### src/rtl/div_issue_pkg.sv
// div_issue_pkg: shared divide op encodings and register width for the EX-stage divider issue logic.
package div_issue_pkg;

    localparam int RegBus = 32;

    localparam logic [2:0] INST_DIV  = 3'b100;
    localparam logic [2:0] INST_DIVU = 3'b101;
    localparam logic [2:0] INST_REM  = 3'b110;
    localparam logic [2:0] INST_REMU = 3'b111;

    function automatic logic is_rem(input logic [2:0] op);
        return (op == INST_REM) || (op == INST_REMU);
    endfunction

endpackage

### src/rtl/div_bypass.sv
// div_bypass: small-divisor (0 or 1) detect and local result, built only with DIV_ISSUE_BYPASS_EN.
`ifdef DIV_ISSUE_BYPASS_EN
module div_bypass
    import div_issue_pkg::*;
#(
    parameter int DATA_W = RegBus
) (
    input  logic [2:0]        op,
    input  logic [DATA_W-1:0] rs1,
    input  logic [DATA_W-1:0] rs2,
    output logic              hit,
    output logic [DATA_W-1:0] result
);

    logic rem;

    assign rem    = is_rem(op);
    assign hit    = (rs2[DATA_W-1:1] == '0);
    // divisor 1: quotient rs1, remainder 0; divisor 0: quotient all ones, remainder rs1
    assign result = rs2[0] ? (rem ? '0 : rs1) : (rem ? rs1 : '1);

endmodule
`endif

### src/rtl/div_issue.sv
// div_issue: issue-side controller for the multi-cycle divider (start/op/operands, result handshake, single wb beat).
// Optional local small-divisor shortcut when DIV_ISSUE_BYPASS_EN is defined.
module div_issue
    import div_issue_pkg::*;
#(
    parameter int DATA_W = RegBus,
    parameter int RD_W   = 5
) (
    input  logic              clk,
    input  logic              rst,
    input  logic              req_valid_i,
    output logic              req_ready_o,
    input  logic [2:0]        req_op_i,
    input  logic [DATA_W-1:0] req_rs1_i,
    input  logic [DATA_W-1:0] req_rs2_i,
    input  logic [RD_W-1:0]   req_rd_i,
    input  logic              flush_i,
    output logic              hold_o,
    output logic              div_start_o,
    output logic [2:0]        div_op_o,
    output logic [DATA_W-1:0] div_dividend_o,
    output logic [DATA_W-1:0] div_divisor_o,
    input  logic [DATA_W-1:0] div_result_i,
    input  logic              div_res_valid_i,
    output logic              div_res_ready_o,
    output logic              wb_valid_o,
    output logic [RD_W-1:0]   wb_rd_o,
    output logic [DATA_W-1:0] wb_data_o,
    input  logic              wb_ready_i
);

    typedef enum logic [3:0] {
        IDLE  = 4'b0001,
        BUSY  = 4'b0010,
        DRAIN = 4'b0100,
        WB    = 4'b1000
    } state_t;

    state_t            state;
    logic              byp_hit;
    logic [DATA_W-1:0] byp_res;

`ifdef DIV_ISSUE_BYPASS_EN
    div_bypass #(.DATA_W(DATA_W)) u_bypass (
        .op     (req_op_i),
        .rs1    (req_rs1_i),
        .rs2    (req_rs2_i),
        .hit    (byp_hit),
        .result (byp_res)
    );
`else
    assign byp_hit = 1'b0;
    assign byp_res = '0;
`endif

    // start and result-ready leave BUSY/DRAIN together, so start is low the cycle after any handshake
    assign req_ready_o     = (state == IDLE);
    assign hold_o          = (state != IDLE);
    assign div_start_o     = (state == BUSY) || (state == DRAIN);
    assign div_res_ready_o = div_start_o;
    assign wb_valid_o      = (state == WB);

    always_ff @(posedge clk) begin
        if (rst) begin
            state          <= IDLE;
            div_op_o       <= '0;
            div_dividend_o <= '0;
            div_divisor_o  <= '0;
            wb_rd_o        <= '0;
            wb_data_o      <= '0;
        end else begin
            case (state)
                IDLE: if (req_valid_i && !flush_i) begin
                    div_op_o       <= req_op_i;
                    div_dividend_o <= req_rs1_i;
                    div_divisor_o  <= req_rs2_i;
                    wb_rd_o        <= req_rd_i;
                    wb_data_o      <= byp_res;
                    state          <= byp_hit ? WB : BUSY;
                end
                BUSY: if (div_res_valid_i) begin
                    if (!flush_i) wb_data_o <= div_result_i;
                    state <= flush_i ? IDLE : WB;
                end else if (flush_i) begin
                    state <= DRAIN;
                end
                DRAIN: if (div_res_valid_i) state <= IDLE;
                WB: if (wb_ready_i || flush_i) state <= IDLE;
                default: state <= IDLE;
            endcase
        end
    end

endmodule

### config.mk
export PLATFORM = sky130hd
export DESIGN_NAME = div_issue
export DESIGN_NICKNAME = d
export VERILOG_FILES = /design/src/rtl/div_issue_pkg.sv /design/src/rtl/div_bypass.sv /design/src/rtl/div_issue.sv
export SDC_FILE = /design/constraint.sdc
export NUM_CORES = 1
export LEC_CHECK = 0
export CORE_MARGIN = 2
export CORE_UTILIZATION = 35
export CTS_CLUSTER_DIAMETER = 200
export DETAILED_ROUTE_END_ITERATION = 10
export HOLD_SLACK_MARGIN = 0.1
export PLACE_DENSITY = 0.85
export SYNTH_ARGS = -nofsm -noshare
export SYNTH_HDL_FRONTEND = slang
export SYNTH_SLANG_ARGS = --single-unit
### constraint.sdc
create_clock -name clk -period 2.7 [get_ports clk]
set_input_delay 0.81 -clock clk [delete_from_list [all_inputs] [get_ports clk]]
set_output_delay 0.81 -clock clk [all_outputs]
set_load 0.005 [all_outputs]
==> results of run 1 <==
## cells by family (layout without fill, tap and decap cells)
| family | count (synthesis) | after routing |
|---|---|---|
| mux | 1 | 1 |
| flops | 108 | 108 |
| simple gates | 163 | 163 |
| xor+xnor | 1 | 1 |
| buf+inv | 34 | 243 |
| compound gates | 111 | 111 |
## cell type report
| type | instances | area (sq um) | share of cell area, % |
|---|---|---|---|
| clock inverters | 6 | 72.6 | 1.17 |
| inverters | 3 | 16.3 | 0.262 |
| repair buffers | 225 | 2260 | 36.3 |
| clock buffers | 9 | 124 | 1.99 |
| well taps | 136 | 170 | 2.74 |
| multi-input cells | 276 | 1400 | 22.6 |
| flip-flops and latches | 108 | 2170 | 34.9 |
## final timing paths
path	depth (start not counted)	slack, ns	endpoint	startpoint
worst min register to register	2	0.46	div_divisor_o[21]	div_divisor_o[21]
worst max register to register	5	0.59	wb_data_o[4]	state[1]
worst min-delay path	2	0.46	div_divisor_o[21]	div_divisor_o[21]
worst max-delay path	2	0.08	hold_o	state[1]
## placed cells by master (no fill, tap or decap), types with 2 or more instances in the layout
master,count
a21oi_1,73
nand2_1,147
clkinv_4,3
clkbuf_8,9
dfxtp_2,3
nor2b_1,2
buf_4,5
dfxtp_1,104
nor3_1,2
buf_12,2
inv_1,2
a22o_1,32
clkdlybuf4s50_1,215
## state kept, by name (all words and copies together) (netlist names)
name	flops
div_dividend_o	32
div_divisor_o	32
wb_data_o	32
wb_rd_o	5
state	4
div_op_o	3
## power by group through the flow
stage	combinational [mW]	clock, mW	sequential [mW]
after floorplan	0.164	0	1.72
after global placement	0.478	0	1.72
after detailed placement	0.490	0	1.72
after CTS	0.495	1.01	1.68
after global routing	0.535	1.07	1.69
final	0.492	0.970	1.68
## metrics by stage
step | power, mW | cell area, sq um | hold slack [ns] | worst slack [ns]
3_5_place_dp | 2.21 | 5990 | 0.446 | 0.192
4_1_cts | 3.19 | 6200 | 0.460 | -0.0634
3_3_place_gp | 2.19 | 5990 | 0.441 | 0.230
2_1_floorplan | 1.89 | 3720 | 0.453 | 0.676
5_1_grt | 3.29 | 6210 | 0.482 | 0.0418
6_report | 3.14 | 6210 | 0.458 | 0.0848
## worst min-delay path: cells and delay by family, from the launching register on
family	cells	cell delay (ns)
compound gates	1	0.05
flops	1	0.32
simple gates	1	0.05
## per-layer routing
layer	part of all wire (%)	vias up	GRT usage, %
li1	-	1803	-
met1	40	1746	20.8
met2	52	132	34.7
met3	6.1	17	4.74
met4	1.8	0	6.22
met5	0	-	0
## repair_timing
item | 4_1_cts | 5_1_grt
pin swaps | 0 | 1
buffers inserted | 0 | 1
cloned | 0 | 0
gates resized for setup | 5 | 3
endpoints found under the setup margin | 3 | 3
==> summary.md, run 1 <==
| Metric | Value |
|---|---|
| Antenna viol nets, final | `0` |
| Drt first-iter violations | `138` |
| Finished Layout Cells | `763` |
| Synthesized area per cell | `8.89 sq um` |
| Clk sinks | `108` |
| Adder-Cell Fraction of Synth Area | `0%` |
| Via-to-Cell Ratio | `4.85` |
| Main combinational cell family by area after synthesis | `compound AO/OA/AOI/OAI gates` |
| RD Place Congestion | `0.727` |
| Count leader, synth | `nand2_1` |
| Pwr per Cell Area | `506 nW/um^2` |
| Area Overhead vs Synth | `67.1%` |
| Synth Flop Type | `dfxtp_1` |
| Drt drc | `0` |
| Synthesized cell area | `3720 sq um` |
| DRT Pass-1 Iters | `4` |
| HPWL Detailed | `7.95 mm` |
| Clock power frac | `30.8%` |
| Max Cap Viol | `0` |
| Routed len/inst | `14.3 um` |
| Syn nets | `528` |
| Die width | `107 um` |
| Fmax | `0.382 GHz` |
| Seq pwr share | `53.5%` |
| Root Driver | `clkbuf_8` |
| Die area | `11500 sq um` |
| Synth async-reset ratio | `0%` |
| Simple-gate portion of the synthesized area | `17.9%` |
| Leak Pwr | `2.24 nW` |
| Yosys top cell by area | `dfxtp_1` |
| Initial antenna violation count | `0` |
| Fillers | `857` |
| Fin crit share | `96.9%` |
| Worst path slowest cell | `or4b_4` |
| Critical path's top delay family | `simple AND/OR/NAND/NOR gates` |
| Yosys top cell area share | `58.2%` |
| Status | `completed` |
| Cell count after synthesis | `418` |
| Post-synth EDFFs | `0` |
| Final Hold Viols | `0` |
| CP Class | `reg2out` |
| Worst Setup Start Kind | `flip-flop` |
| Peak VDD IR | `0.000299 V` |
| Synth Area in XOR/XNOR | `0.236%` |
| CP max FO | `6` |
| WP buf/inv | `1` |
| Final Core Density | `60.2%` |
| N_diodes | `0` |
| Initial Util | `36.0%` |
| Worst hold path type | `reg2reg` |
| Yosys warns | `0` |
| Final setup vio count | `0` |
| Core Rows | `37` |
| CTS Buf Count | `9` |
| Clock transition at path regs | `0.10 ns` |
| Core Region | `10300 sq um` |
| Wirelength, routed | `10.9 mm` |
| Via count | `3698` |
| #FFs+latches synth | `108` |
| Clock skew | `0.00831 ns` |
| Data required time of the worst path | `1.89 ns` |
| Num ports | `219` |
| RSZ-0062 raised after global routing | `no` |
| CTS tree | `done` |
| Share of layout cells above drive strength 1 | `6.06%` |
| Worst Tran Pin Value | `0.563 ns` |
| Sequential area share after synthesis | `58.2%` |
| GR Overflow Total | `0` |
| Hold-fix buffers at CTS | `0` |
| Critical Path AT | `1.81 ns` |
| Main area contributors after synthesis | `dfxtp_1, nand2_1, a21oi_1` |
| Cells after DPL | `747` |
| Nets | `733` |
| First-pass GRT wire length | `17.5 mm` |
| Setup total negative slack | `0 ns` |
| Crit end category | `primary output` |
| Net load switching power | `0.758 mW` |
| Min cycle time layout | `2.62 ns` |
| Crit-path cells | `or4b_4, clkdlybuf4s50_1` |
| Post-synthesis compound-gate area fraction | `18.9%` |
| Slew headroom | `62.4%` |
| Critical Path Max Stage Delay | `0.59 ns` |
| H-tree depth | `3` |
| Int Power | `2.39 mW` |
| Post-synth cell types | `30` |
| Total track usage | `18.8%` |
| Logic gate share of total power | `15.6%` |
| Leading cell types by count after synthesis | `nand2_1, dfxtp_1, a21oi_1` |
| Clk Latency, worst-skew pair | `0.35 ns` |
| Fin. max-slew vios | `0` |
| Largest net degree at the start of global routing | `74` |
| Die Height | `107 um` |
| PortBufs | `218` |
| CTS max path bufs | `2` |
| Switching share of power | `24.1%` |
| Vias in the first global route | `3730` |
| Mux contribution to synthesized area | `0.269%` |
Note: power is estimated with default switching activity, not from simulation.
==> run 2: changes to the inputs <==
--- a/config.mk
+++ b/config.mk
@@ -11,6 +11,7 @@
 export DETAILED_ROUTE_END_ITERATION = 10
 export HOLD_SLACK_MARGIN = 0.1
 export PLACE_DENSITY = 0.85
+export REMOVE_ABC_BUFFERS = 1
 export SYNTH_ARGS = -nofsm -noshare
 export SYNTH_HDL_FRONTEND = slang
 export SYNTH_SLANG_ARGS = --single-unit
==> run 2 against run 1 <==
  * Global-route usage increased by 0.27 points
  * Combinational power about the same
  * Die area unchanged
  * Largest power group unchanged
  * Setup slack improved by 0.032 ns
  * Via count decreased by 2.1%
  * Design area decreased by 0.48%
  * Power decreased by 2.5%
  * Critical path depth unchanged
  * Routed wire length increased by 2.6%
  * Critical endpoint unchanged
  * Sequential share of layout area increased by 0.17 points
  * Sequential cell count unchanged
==> summary.md, run 2 (synthesis gave the netlist of run 1 again) <==
| Metric | Value |
|---|---|
| Status | `completed` |
| Worst setup margin | `0.117 ns (+0.0323 ns)` |
| Share of layout cells above drive strength 1 | `6.06% (unchanged)` |
| Fillers | `868 (+1.3%)` |
| Leak Pwr | `2.23 nW (-0.55%)` |
| Final total power | `3.07 mW (-2.5%)` |
| Core Rows | `37 (unchanged)` |
| Nets | `732 (-0.14%)` |
| Hold_ws | `0.455 ns (-0.00278 ns)` |
| CTS tree | `done` |
| Setup total negative slack | `0 ns (unchanged)` |
| Clock skew | `0.0147 ns (+0.00637 ns)` |
| Most frequent cells in the layout | `clkdlybuf4s50_1, nand2_1, dfxtp_1` |
| Critical Path Max Stage Delay | `0.57 ns (-0.02 ns)` |
| Wirelength, routed | `11.2 mm (+2.6%)` |
| Min cycle time layout | `2.58 ns (-0.0323 ns)` |
| Num ports | `219 (unchanged)` |
| Max Used Layer | `met4` |
| FF/Latch Area | `2170 sq um (unchanged)` |
| Via-to-Cell Ratio | `4.75 (-2.1%)` |
| Via count | `3622 (-2.1%)` |
| GR Overflow Total | `0 (unchanged)` |
| Initial antenna violation count | `0 (unchanged)` |
| Max Cap Viol | `0 (unchanged)` |
| Pwr per Cell Area | `496 nW/um^2 (-2.0%)` |
| CP max FO | `6 (unchanged)` |
| WP buf/inv | `1 (unchanged)` |
| Root Driver | `clkbuf_8` |
| Initial Util | `36.0% (unchanged)` |
| CP Class | `reg2out` |
| Peak VDD IR | `0.000239 V (-20%)` |
| Largest net degree at the start of global routing | `74 (unchanged)` |
| Routed len/inst | `14.7 um (+2.6%)` |
| Total track usage | `19.1% (+0.27 points)` |
| Clk sinks | `108 (unchanged)` |
| Crit end category | `primary output` |
| Final Hold Viols | `0 (unchanged)` |
| Critical Path AT | `1.77 ns (-0.04 ns)` |
| Die Height | `107 um (unchanged)` |
| RSZ-0062 raised after global routing | `no` |
| CTS max path bufs | `2 (unchanged)` |
| Drt first-iter violations | `257 (+86%)` |
| RD Place Congestion | `0.838 (+15%)` |
| Clk Latency, worst-skew pair | `0.36 ns (about the same)` |
| Worst hold path type | `reg2reg` |
| Clock transition at path regs | `0.09 ns (about the same)` |
| Slew headroom | `62.3% (-0.11 points)` |
| Core Region | `10300 sq um (unchanged)` |
| Crit-path cells | `or4b_4, clkdlybuf4s50_1` |
| Drt drc | `0 (unchanged)` |
| Area Overhead vs Synth | `66.3%` |
| HPWL Detailed | `8.09 mm (+1.8%)` |
| Top Registers | `div_dividend_o x32, div_divisor_o x32, wb_data_o x32` |
| PortBufs | `218 (unchanged)` |
| Antenna viol nets, final | `0 (unchanged)` |
| Final setup vio count | `0 (unchanged)` |
| Hold-fix buffers at CTS | `0 (unchanged)` |
| Worst Tran Pin Value | `0.566 ns (+0.00318 ns)` |
| Multi-input gate area | `1400 sq um (unchanged)` |
| N_diodes | `0 (unchanged)` |
| Most common cell after layout, fill and taps aside | `clkdlybuf4s50_1` |
| Die area | `11500 sq um (unchanged)` |
| Worst path slowest cell | `or4b_4` |
| Data required time of the worst path | `1.89 ns (about the same)` |
| Fin. max-slew vios | `0 (unchanged)` |
| Vias in the first global route | `3684 (-1.2%)` |
| Worst Setup Start Kind | `flip-flop` |
| Fmax | `0.387 GHz (+1.3%)` |
| Met1 wire length | `4.47 mm (+3.4%)` |
| Critical path's top delay family | `simple AND/OR/NAND/NOR gates` |
| Metal3 WL | `574 um (-14%)` |
| Met2 Routed Length | `5.91 mm (+3.3%)` |
| H-tree depth | `3 (unchanged)` |
| CTS Buf Count | `9 (unchanged)` |
| Fin crit share | `95.7% (-1.2 points)` |
| Die width | `107 um (unchanged)` |
| First-pass GRT wire length | `17.5 mm (-0.23%)` |
| Post-placement setup slack | `0.202 ns (+0.0104 ns)` |
| DRT Pass-1 Iters | `4 (unchanged)` |
[run 2: cell types whose count changed in the layout (fill, tap and decap cells not counted)]
cell,change
inv_6,+2
buf_4,-1
inv_8,-1
clkinv_2,+2
clkinv_4,-1
bufinv_16,-1
[run 2: where the power goes]
| part | switching, mW | leakage (nW) | internal [mW] |
|---|---|---|---|
| Clock | 0.550 | 0.0942 | 0.343 |
| Sequential | 0.0315 | 0.879 | 1.65 |
| Combinational | 0.192 | 1.25 | 0.298 |
[run 2: layout make-up]
class / instances / area share, %
clock buffer: 9 / 2.00
clock inverter: 7 / 0.810
inverter: 3 / 0.263
multi-input combinational: 276 / 22.7
sequential: 108 / 35.1
tap: 136 / 2.75
timing repair buffer: 224 / 36.4
[run 2: timing repair]
action                     CTS  global route
pin swaps                    1             1
buffers inserted             1             0
setup endpoints to repair    3             1
resized for setup            5             3
[run 2: final timing paths]
path	startpoint	endpoint	slack, ns	cells after the start
worst max-delay path	state[3]	hold_o	0.12	2
worst min-delay path	div_op_o[0]	div_op_o[0]	0.46	2
worst max register to register	state[3]	wb_data_o[3]	0.61	5
worst min register to register	div_op_o[0]	div_op_o[0]	0.46	2
[run 2: stage by stage]
stage          util [%]  area (sq um)  cells
6_report           59.9          6180    763
5_1_grt            59.9          6180    763
4_1_cts            59.8          6170    763
3_5_place_dp       58.0          5990    746
3_3_place_gp       58.0          5990    746
2_1_floorplan         -          3560    387
[run 2: layer usage]
metal | track usage, % | vias up
met5 | 0 | -
met4 | 7.33 | 0
met3 | 4.07 | 19
met2 | 34.0 | 108
met1 | 22.2 | 1695
li1 | - | 1800
[run 2: tightest hold or removal path: stages (launching register included)]
cell and delay (ns):
dfxtp_1 0.32, nand2_1 0.05, a21oi_1 0.05
==> run 3: changes to the inputs <==
--- a/config.mk
+++ b/config.mk
@@ -9,6 +9,7 @@
 export CORE_UTILIZATION = 35
 export CTS_CLUSTER_DIAMETER = 200
 export DETAILED_ROUTE_END_ITERATION = 10
+export GPL_ROUTABILITY_DRIVEN = 0
 export HOLD_SLACK_MARGIN = 0.1
 export PLACE_DENSITY = 0.85
 export REMOVE_ABC_BUFFERS = 1
==> results of run 3 <==
Final layout, timing and power as in run 2 (identical DEF).
